**config.mk**
```make
export PLATFORM = sky130hd
export DESIGN_NAME = mul_arb
export DESIGN_NICKNAME = d
export VERILOG_FILES = /design/src/rtl/mul_arb_pkg.sv /design/src/rtl/mul_arb_multu.sv /design/src/rtl/mul_arb.sv
export SDC_FILE = /design/constraint.sdc
export NUM_CORES = 2
export LEC_CHECK = 0
export ABC_AREA = 1
export ABC_CLOCK_PERIOD_IN_PS = 5850
export BUFFER_PORTS_ARGS = -buffer_cell sky130_fd_sc_hd__buf_2
export CELL_PAD_IN_SITES_DETAIL_PLACEMENT = 0
export CELL_PAD_IN_SITES_GLOBAL_PLACEMENT = 1
export CORE_ASPECT_RATIO = 0.5
export CORE_UTILIZATION = 40
export DETAILED_ROUTE_END_ITERATION = 10
export GPL_TIMING_DRIVEN = 0
export PLACE_DENSITY_LB_ADDON = 0.3
export SLEW_MARGIN = 20
export SYNTH_ARGS = -nofsm -noshare
export SYNTH_HDL_FRONTEND = slang
export SYNTH_SLANG_ARGS = --single-unit
```
**constraint.sdc**
```tcl
create_clock -name clk_i -period 5.85 [get_ports clk_i]
set_input_delay 0.8775 -clock clk_i [delete_from_list [all_inputs] [get_ports clk_i]]
set_output_delay 0.8775 -clock clk_i [all_outputs]
set_load 0.03 [all_outputs]
```
**src/rtl/mul_arb_pkg.sv**
```systemverilog
// Shared definitions for the mul_arb shared-multiplier arbiter.
// Compile-time option: MUL_ARB_PIPE_EN adds one product register stage.
package mul_arb_pkg;

    typedef enum logic [1:0] {
        ST_IDLE = 2'd0,
        ST_EXEC = 2'd1,
        ST_RESP = 2'd2
    } state_e;

    // Number of EXEC cycles for each build flavour
    localparam logic [1:0] LAT_BASE = 2'd1;
    localparam logic [1:0] LAT_PIPE = 2'd2;

`ifdef MUL_ARB_PIPE_EN
    localparam logic [1:0] LAT_CYCLES = LAT_PIPE;
`else
    localparam logic [1:0] LAT_CYCLES = LAT_BASE;
`endif

endpackage

```
**src/rtl/mul_arb_multu.sv**
```systemverilog
// Unsigned N x N combinational multiplier producing the full 2N-bit product.
module multu #(
    parameter int unsigned N = 32
) (
    input  logic [N-1:0]   a_i,
    input  logic [N-1:0]   b_i,
    output logic [2*N-1:0] p_o
);

    // Zero-extend both operands so the product is evaluated at full width
    assign p_o = {{N{1'b0}}, a_i} * {{N{1'b0}}, b_i};

endmodule

```
**src/rtl/mul_arb.sv**
```systemverilog
// Two-requester round-robin arbiter sharing one unsigned multiplier,
// one operation in flight. Define MUL_ARB_PIPE_EN for an extra product stage.
module mul_arb
    import mul_arb_pkg::*;
#(
    parameter int unsigned N = 32
) (
    input  logic           clk_i,
    input  logic           rst_ni,
    input  logic [1:0]     req_valid_i,
    output logic [1:0]     req_ready_o,
    input  logic [N-1:0]   req0_a_i,
    input  logic [N-1:0]   req0_b_i,
    input  logic [N-1:0]   req1_a_i,
    input  logic [N-1:0]   req1_b_i,
    output logic           resp_valid_o,
    input  logic           resp_ready_i,
    output logic           resp_id_o,
    output logic [2*N-1:0] resp_mul_o,
    output logic           busy_o
);

    state_e         state_q;
    logic           ptr_q;
    logic [N-1:0]   op_a_q;
    logic [N-1:0]   op_b_q;
    logic           id_q;
    logic [1:0]     cnt_q;
    logic           resp_valid_q;
    logic           resp_id_q;
    logic [2*N-1:0] resp_mul_q;
    logic           busy_q;

    logic           gnt_any;
    logic           gnt_id;
    logic           accept;
    logic [N-1:0]   sel_a;
    logic [N-1:0]   sel_b;
    logic [2*N-1:0] mul_d;
    logic [2*N-1:0] result;

    multu #(.N(N)) u_multu (
        .a_i (op_a_q),
        .b_i (op_b_q),
        .p_o (mul_d)
    );

`ifdef MUL_ARB_PIPE_EN
    logic [2*N-1:0] prod_pipe_q;

    // Extra product stage, loaded while the operation is executing
    always_ff @(posedge clk_i or negedge rst_ni) begin
        if (!rst_ni) begin
            prod_pipe_q <= '0;
        end else if (state_q == ST_EXEC) begin
            prod_pipe_q <= mul_d;
        end
    end

    assign result = prod_pipe_q;
`else
    assign result = mul_d;
`endif

    // Round-robin grant; ready is only offered while idle and out of reset
    always_comb begin
        gnt_any     = 1'b0;
        gnt_id      = 1'b0;
        req_ready_o = '0;
        unique case (req_valid_i)
            2'b01:   begin gnt_any = 1'b1; gnt_id = 1'b0;  end
            2'b10:   begin gnt_any = 1'b1; gnt_id = 1'b1;  end
            2'b11:   begin gnt_any = 1'b1; gnt_id = ptr_q; end
            default: begin gnt_any = 1'b0; gnt_id = 1'b0;  end
        endcase
        if (rst_ni && (state_q == ST_IDLE) && gnt_any) begin
            req_ready_o[gnt_id] = 1'b1;
        end
    end

    assign accept = |(req_valid_i & req_ready_o);
    assign sel_a  = gnt_id ? req1_a_i : req0_a_i;
    assign sel_b  = gnt_id ? req1_b_i : req0_b_i;

    // Control FSM with registered response and status outputs
    always_ff @(posedge clk_i or negedge rst_ni) begin
        if (!rst_ni) begin
            state_q      <= ST_IDLE;
            ptr_q        <= 1'b0;
            op_a_q       <= '0;
            op_b_q       <= '0;
            id_q         <= 1'b0;
            cnt_q        <= '0;
            resp_valid_q <= 1'b0;
            resp_id_q    <= 1'b0;
            resp_mul_q   <= '0;
            busy_q       <= 1'b0;
        end else begin
            unique case (state_q)
                ST_IDLE: begin
                    if (accept) begin
                        op_a_q  <= sel_a;
                        op_b_q  <= sel_b;
                        id_q    <= gnt_id;
                        ptr_q   <= ~gnt_id;
                        cnt_q   <= LAT_CYCLES - 2'd1;
                        busy_q  <= 1'b1;
                        state_q <= ST_EXEC;
                    end
                end
                ST_EXEC: begin
                    if (cnt_q == 2'd0) begin
                        resp_mul_q   <= result;
                        resp_id_q    <= id_q;
                        resp_valid_q <= 1'b1;
                        state_q      <= ST_RESP;
                    end else begin
                        cnt_q <= cnt_q - 2'd1;
                    end
                end
                ST_RESP: begin
                    if (resp_ready_i) begin
                        resp_valid_q <= 1'b0;
                        busy_q       <= 1'b0;
                        state_q      <= ST_IDLE;
                    end
                end
                default: begin
                    state_q <= ST_IDLE;
                end
            endcase
        end
    end

    assign resp_valid_o = resp_valid_q;
    assign resp_id_o    = resp_id_q;
    assign resp_mul_o   = resp_mul_q;
    assign busy_o       = busy_q;

endmodule

```
# After elaboration in Yosys (flattened, before gate mapping)
# Index checks and enable logic that the tools add are counted.
dict set report word_totals {
  reg_bits 137
  word_cells 60
}
dict set report classes {
  n_addsub 1
  n_mul 1
  order_cmp 2
  eq_ne 9
  mux 19
  bitwise_logic 2
  reduce_logical 16
}
# op n
set op_table {}
lappend op_table {{$mul 32x32->64} 1}
lappend op_table {{$mux 32} 2}
lappend op_table {{$mux 2} 6}
lappend op_table {{$reduce_and 3->1} 4}
lappend op_table {{$ne 2x2->1 const B} 4}
lappend op_table {{$eq 2x2->1 const B} 3}
lappend op_table {{$pmux 1 s2} 3}
lappend op_table {{$pmux 2 s3} 1}
lappend op_table {{$reduce_bool 2->1} 3}
lappend op_table {{$mux 1} 5}
lappend op_table {{$eq 2x1->1 const B} 2}
lappend op_table {{$logic_not 2->1} 2}
lappend op_table {{$pmux 2 s2} 1}
lappend op_table {{$reduce_and 2->1} 2}
lappend op_table {{$logic_and 1x1->1} 3}
lappend op_table {{$reduce_or 3->1} 1}
lappend op_table {{$and 2x2->2} 1}
lappend op_table {{$lt 1x2->1 const B} 1}
lappend op_table {{$reduce_or 2->1} 1}
lappend op_table {{$sub 2x1->2 const B} 1}
lappend op_table {{$demux 1 s1} 1}
lappend op_table {{$ge 1x1->1 const B} 1}
lappend op_table {{$not 1->1} 1}

# Longest topological paths before layout
dict set report depth {
  depth_word 11
  mapped_depth 32
  depth_no_buf 30
}

# By module
# A second synthesis with hierarchy kept.
dict set report unflattened {
  hier_cells 5771
  area_unflattened_um2 42358.1
}
# module n_inst cells_each area_each_um2 seq_area_each_um2
set by_module_without_submodules {}
lappend by_module_without_submodules {multu 1 4958 36073.3 0.0}
lappend by_module_without_submodules {mul_arb 1 813 6284.8 3428.3}

# Worst setup path after synthesis
# Ideal clock, no wire load.
dict set report synth_timing {
  path_type {reg-to-reg}
  from {register op_b_q[5]}
  to {register resp_mul_q[61] (netlist: resp_mul_o[61])}
  setup_ps 118
  arrival_time_ps 6220
  setup_slack_ps -488
  stages_incl_launch_ff 28
  n_path_buf 2
  path_cell_list {dfrtp_1 > clkbuf_1 > clkbuf_1 > nand2_1 > fa_1 > inv_1 > fa_1 > fa_1 > inv_1 > fa_1 > inv_1 > fa_1 > fa_1 > fa_1 > inv_1 > fa_1 > inv_1 > ha_1 > nand2_1 > inv_1 > a21oi_1 > nand2_1 > nand2_1 > nand2_1 > a21oi_1 > nand3_1 > nand3_1 > nand2_1}
}
dict set report synth_via {
  elab_chain_cells 1
}
# item line_no
set synth_rtl {}
lappend synth_rtl {{from (decl)} mul_arb.sv:26} ;# logic [N-1:0] op_b_q;
lappend synth_rtl {{from (signal assigned)} mul_arb.sv:103} ;# op_b_q <= sel_b;
lappend synth_rtl {{$mul 32x32->64} mul_arb_multu.sv:11} ;# assign p_o = {{N{1'b0}}, a_i} * {{N{1'b0}}, b_i};
lappend synth_rtl {{to (signal assigned)} mul_arb.sv:113} ;# resp_mul_q <= result;
lappend synth_rtl {{to (decl)} mul_arb.sv:31} ;# logic [2*N-1:0] resp_mul_q;
# Every way passes these cells.
# A chain may end at the register's enable or synchronous reset.

# Worst setup path in the final report
dict set report layout_timing {
  from {register op_a_q[5]}
  to {register resp_mul_q[29] (netlist: resp_mul_o[29])}
}
dict set report layout_via {
  elab_chain_cells 1
}
# item line_no
set layout_rtl {}
lappend layout_rtl {{from (decl)} mul_arb.sv:25} ;# logic [N-1:0] op_a_q;
lappend layout_rtl {{from (signal assigned)} mul_arb.sv:102} ;# op_a_q <= sel_a;
lappend layout_rtl {{$mul 32x32->64} mul_arb_multu.sv:11}
# Every way passes these cells.

==> results.md <==
| Step | Item | This run |
|:---|:---|:---|
| grt | Overflow left after global routing | 0 |
| sta | Final total negative setup slack | -51.21 ns |
| synthesis | Avg Synthesized Cell Area | 7.44 sq um |
| drt | Total number of vias | 37400 |
| sta | Headroom to the max-slew limit | 0.224 |
| finish | End-of-flow core utilization | 0.511 |
| finish | Syn-to-layout area delta | 26.0% |
| placement | Weighted congestion at the end of routability-driven global placement | 1.08 |
| synthesis | Fraction of synthesized cell area taken by the top area cell type | 0.430 |
| placement | Count of buffers inserted at the top-level ports | 201 |
| synthesis | Total of flip-flops plus latches after synthesis | 137 |
| floorplanning | Die footprint | 106000 sq um |
| clocking | Clk Latency, worst-skew pair | 0.58 ns |
| finish | Register area | 3490 sq um |
| clocking | Number of clock sinks seen by CTS | 137 |
| drt | Number of routed nets with antenna violations | 0 |
| clocking | Post-CTS clock slew at the launch and capture registers of the worst setup and hold paths | 0.10 ns |
| synthesis | Seq/Total Area, Yosys | 0.0822 |
| sta | Unrepaired setup endpoints after global routing | yes |
| synthesis | Top post-synthesis cells by area | sky130_fd_sc_hd__fa_1 (43%), sky130_fd_sc_hd__nand2_1 (17%), sky130_fd_sc_hd__inv_1 (15%) |
| synthesis | Net Count, Synth | 6898 |
| floorplanning | Area of the core | 103000 sq um |
| sta | Share of the cycle needed by the critical path after routing | 1.20 |
| sta | Setup ws final | -1.15 ns |
| run status | Run status | complete, but fails checks |
| critical path | Cell at the slowest stage of the critical path | sky130_fd_sc_hd__fa_2 |
| sta | Number of setup violations in the final report | 54 |
| critical path | CP startpoint kind | flop |
| critical path | Nature of the critical path endpoint | flop |
| sta | Tightest hold margin | 0.224 ns |
| floorplanning | Height of the die | 230 um |
| drt | Avg WL per Cell | 25.2 um |
| finish | Fillers | 9995 |
| grt | Largest net degree at the start of global routing | 73 |
| synthesis | Number of different library cells in the post-synthesis netlist | 33 |
| sta | Number of hold-slack violations in the final timing report | 0 |
| job | Maxcap violations | 0 |
| drt | First-pass iteration count of the detailed router | 6 |
| grt | Antenna violations before repair | 7 |
| placement | Standard cell area after detailed placement | 45400 sq um |
| synthesis | Cell count after synthesis | 5605 |
| finish | Final instance area | 52500 sq um |
| drt | # DRC | 0 |
| drt | Total detailed-routing wirelength | 186 mm |
| grt | First-pass GRT wire length | 267 mm |
| grt | Number of global-route vias before repair | 38000 |
| floorplanning | Initial standard-cell utilization of the core | 0.405 |
| floorplanning | Horizontal die dimension | 459 um |
| finish | Area taken by multi-input logic gates | 33600 sq um |
| sta | Skew final | 0.0325 ns |
| placement | Half-perimeter wire length of the detailed placement result | 152 mm |
| drt | Via density | 5.06 |
| critical path | Maximum fanout encountered on the critical timing path | 5 |
| sta | Slew at the pin closest to its max-slew limit | 1.16 ns |
| floorplanning | IO Pins | 202 |
| grt | Total Routing Usage GR | 0.362 |
| floorplanning | Rows | 83 |
| sta | Max-slew violation total from the final report | 0 |
| clocking | Hold bufs inserted after CTS | 0 |
| run status | Failing checks | setup timing |
| clocking | Maximum buffer depth of the clock tree | 2 |
| clocking | Clock tree from TritonCTS | built |
| clocking | H-Tree Level Count | 4 |
| critical path | Setup Crit Path Kind | flop to flop |
| clocking | CTS buffer count | 17 |
| sta | Final Critical Period | 7.00 ns |
| clocking | Root cell of the clock tree | sky130_fd_sc_hd__clkbuf_16 |
| synthesis | Post-synthesis cell type with the largest combined area | sky130_fd_sc_hd__fa_1 |
| finish | Layout net count | 7281 |
| sta | Achievable Freq | 0.143 GHz |
| critical path | Required @ worst endpoint | 6.28 ns |
| finish | Share of cells above drive strength 1 | 0.231 |
| critical path | Max incr delay on CP | 0.75 ns |
| critical path | Cell seen most often among critical-path stages | sky130_fd_sc_hd__fa_1 |
| critical path | Data arrival time at the worst-slack endpoint | 7.43 ns |
| min path | Path class of the lowest-slack min-delay path | primary input to async pin |
| synthesis | Synth Warn # | 0 |
| drt | First-iteration detailed-routing DRC count | 4043 |
| synthesis | Post-Syn Area | 41700 sq um |
routing by layer:
layer | global-route usage | vias to the layer above | wire, um
li1 | - | 16200 | -
met1 | 0.524 | 19000 | 80800
met2 | 0.484 | 1952 | 71900
met3 | 0.148 | 259 | 27300
met4 | 0.114 | 4 | 6180
met5 | 0 | - | 143
Yosys cell counts (all sizes together):
cell    number
a21boi       1
a21oi       45
and2         4
buf         17
clkbuf     274
dfrtp      137
fa         896
ha         264
inv       1728
nand2     1860
nand3      149
nand3b      10
nand4       10
nor2       117
nor3        11
nor4         1
o21ai       37
o21bai      11
o31ai        1
or2          2
xnor2       29
xor2         1
kinds of logic (layout without fill, tap and decap cells):
group                    count (synthesis)  in the layout  synth area share
AO/OA/AOI/OAI                           95             95            0.0125
XOR/XNOR                                30             30           0.00630
buffers and inverters                 2019           2414             0.182
other                                    0              4                 0
flip-flops                             137            137            0.0822
adder cells (fa/ha/maj)               1160           1160             0.509
AND/OR/NAND/NOR                       2164           2164             0.207
cell type report:
| type | instances | share of cell area |
|---|---|---|
| clock buffer | 18 | 0.00836 |
| sequential | 137 | 0.0665 |
| clock inverter | 13 | 0.00257 |
| tap | 1402 | 0.0334 |
| buffer | 236 | 0.0654 |
| antenna | 4 | 0.000190 |
| multi-input combinational | 3449 | 0.640 |
| inverter | 1728 | 0.124 |
| timing repair buffer | 419 | 0.0596 |
state kept, by name, indices dropped and copies added, names as in the netlist:
signal	cells
cnt_q	2
op_a_q	32
state_q	2
op_b_q	32
id_q	1
busy_o	1
ptr_q	1
resp_mul_o	64
resp_valid_o	1
resp_id_o	1
placed cells by master, fill, tap and decap left out, types with 8 or more instances in the layout:
cell | Yosys | routed
sky130_fd_sc_hd__a21oi_4 | 0 | 8
sky130_fd_sc_hd__xnor2_4 | 0 | 10
sky130_fd_sc_hd__nand2_4 | 0 | 68
sky130_fd_sc_hd__buf_2 | 11 | 212
sky130_fd_sc_hd__clkbuf_16 | 0 | 82
sky130_fd_sc_hd__nand3_4 | 0 | 13
sky130_fd_sc_hd__o21ai_0 | 27 | 14
sky130_fd_sc_hd__clkbuf_8 | 0 | 75
sky130_fd_sc_hd__fa_1 | 896 | 786
sky130_fd_sc_hd__nand3_1 | 143 | 93
sky130_fd_sc_hd__inv_1 | 1715 | 1630
sky130_fd_sc_hd__nand2_2 | 19 | 156
sky130_fd_sc_hd__nor2_4 | 4 | 47
sky130_fd_sc_hd__nand4_1 | 10 | 10
sky130_fd_sc_hd__nand2_1 | 1841 | 1630
sky130_fd_sc_hd__nor2_1 | 84 | 53
sky130_fd_sc_hd__clkbuf_4 | 0 | 15
sky130_fd_sc_hd__ha_2 | 0 | 9
sky130_fd_sc_hd__nand3_2 | 6 | 43
sky130_fd_sc_hd__xnor2_2 | 0 | 11
sky130_fd_sc_hd__fa_2 | 0 | 110
sky130_fd_sc_hd__nor2_2 | 29 | 17
sky130_fd_sc_hd__a21oi_2 | 0 | 16
sky130_fd_sc_hd__clkbuf_1 | 274 | 25
sky130_fd_sc_hd__buf_12 | 0 | 32
sky130_fd_sc_hd__clkbuf_2 | 0 | 11
sky130_fd_sc_hd__xnor2_1 | 29 | 8
sky130_fd_sc_hd__o21ai_1 | 10 | 20
sky130_fd_sc_hd__buf_4 | 4 | 164
sky130_fd_sc_hd__a21oi_1 | 45 | 21
sky130_fd_sc_hd__ha_1 | 264 | 210
sky130_fd_sc_hd__dfrtp_1 | 137 | 93
sky130_fd_sc_hd__inv_2 | 13 | 92
sky130_fd_sc_hd__dfrtp_2 | 0 | 40
sky130_fd_sc_hd__ha_4 | 0 | 45
sky130_fd_sc_hd__buf_8 | 0 | 21
sky130_fd_sc_hd__buf_6 | 0 | 34
sky130_fd_sc_hd__nand3b_1 | 10 | 10
stage by stage:
step	instances	setup WS, ns
floorplan	5605	-0.227
global placement	7208	-2.56
detailed placement	7209	-2.01
CTS	7305	-1.04
global route	7402	-1.29
finish	7406	-1.15
final timing paths:
kind,from,to,slack [ns],cells after the start
hold / removal,rst_ni,resp_mul_o[12],0.22,1
hold reg to reg,resp_mul_o[58],resp_mul_o[58],0.47,2
setup reg to reg,op_a_q[5],resp_mul_o[29],-1.15,29
min in group clk_i,resp_mul_o[58],resp_mul_o[58],0.47,2
setup / recovery,op_a_q[5],resp_mul_o[29],-1.15,29
max in group asynchronous,rst_ni,op_b_q[25],4.62,2
worst max-delay path: cells and delay by family (launching register included):
kind,cells,cell delay [ns]
DFF,1,0.49
xor gates and xnor gates,1,0.16
AOI/OAI and AO/OA,2,0.21
buffers and inverters,11,0.94
and+or+nand+nor,6,0.45
adders and majority gates,9,4.57
what timing repair did:
action	4_1_cts	5_1_grt
gates cloned	3	1
buffers inserted	109	106
pin swaps	253	257
gates resized for setup	935	327
endpoints found under the setup margin	55	55
Power is not shown: default switching activity piles up to over one toggle a cycle in this logic, so the estimate is an artifact.
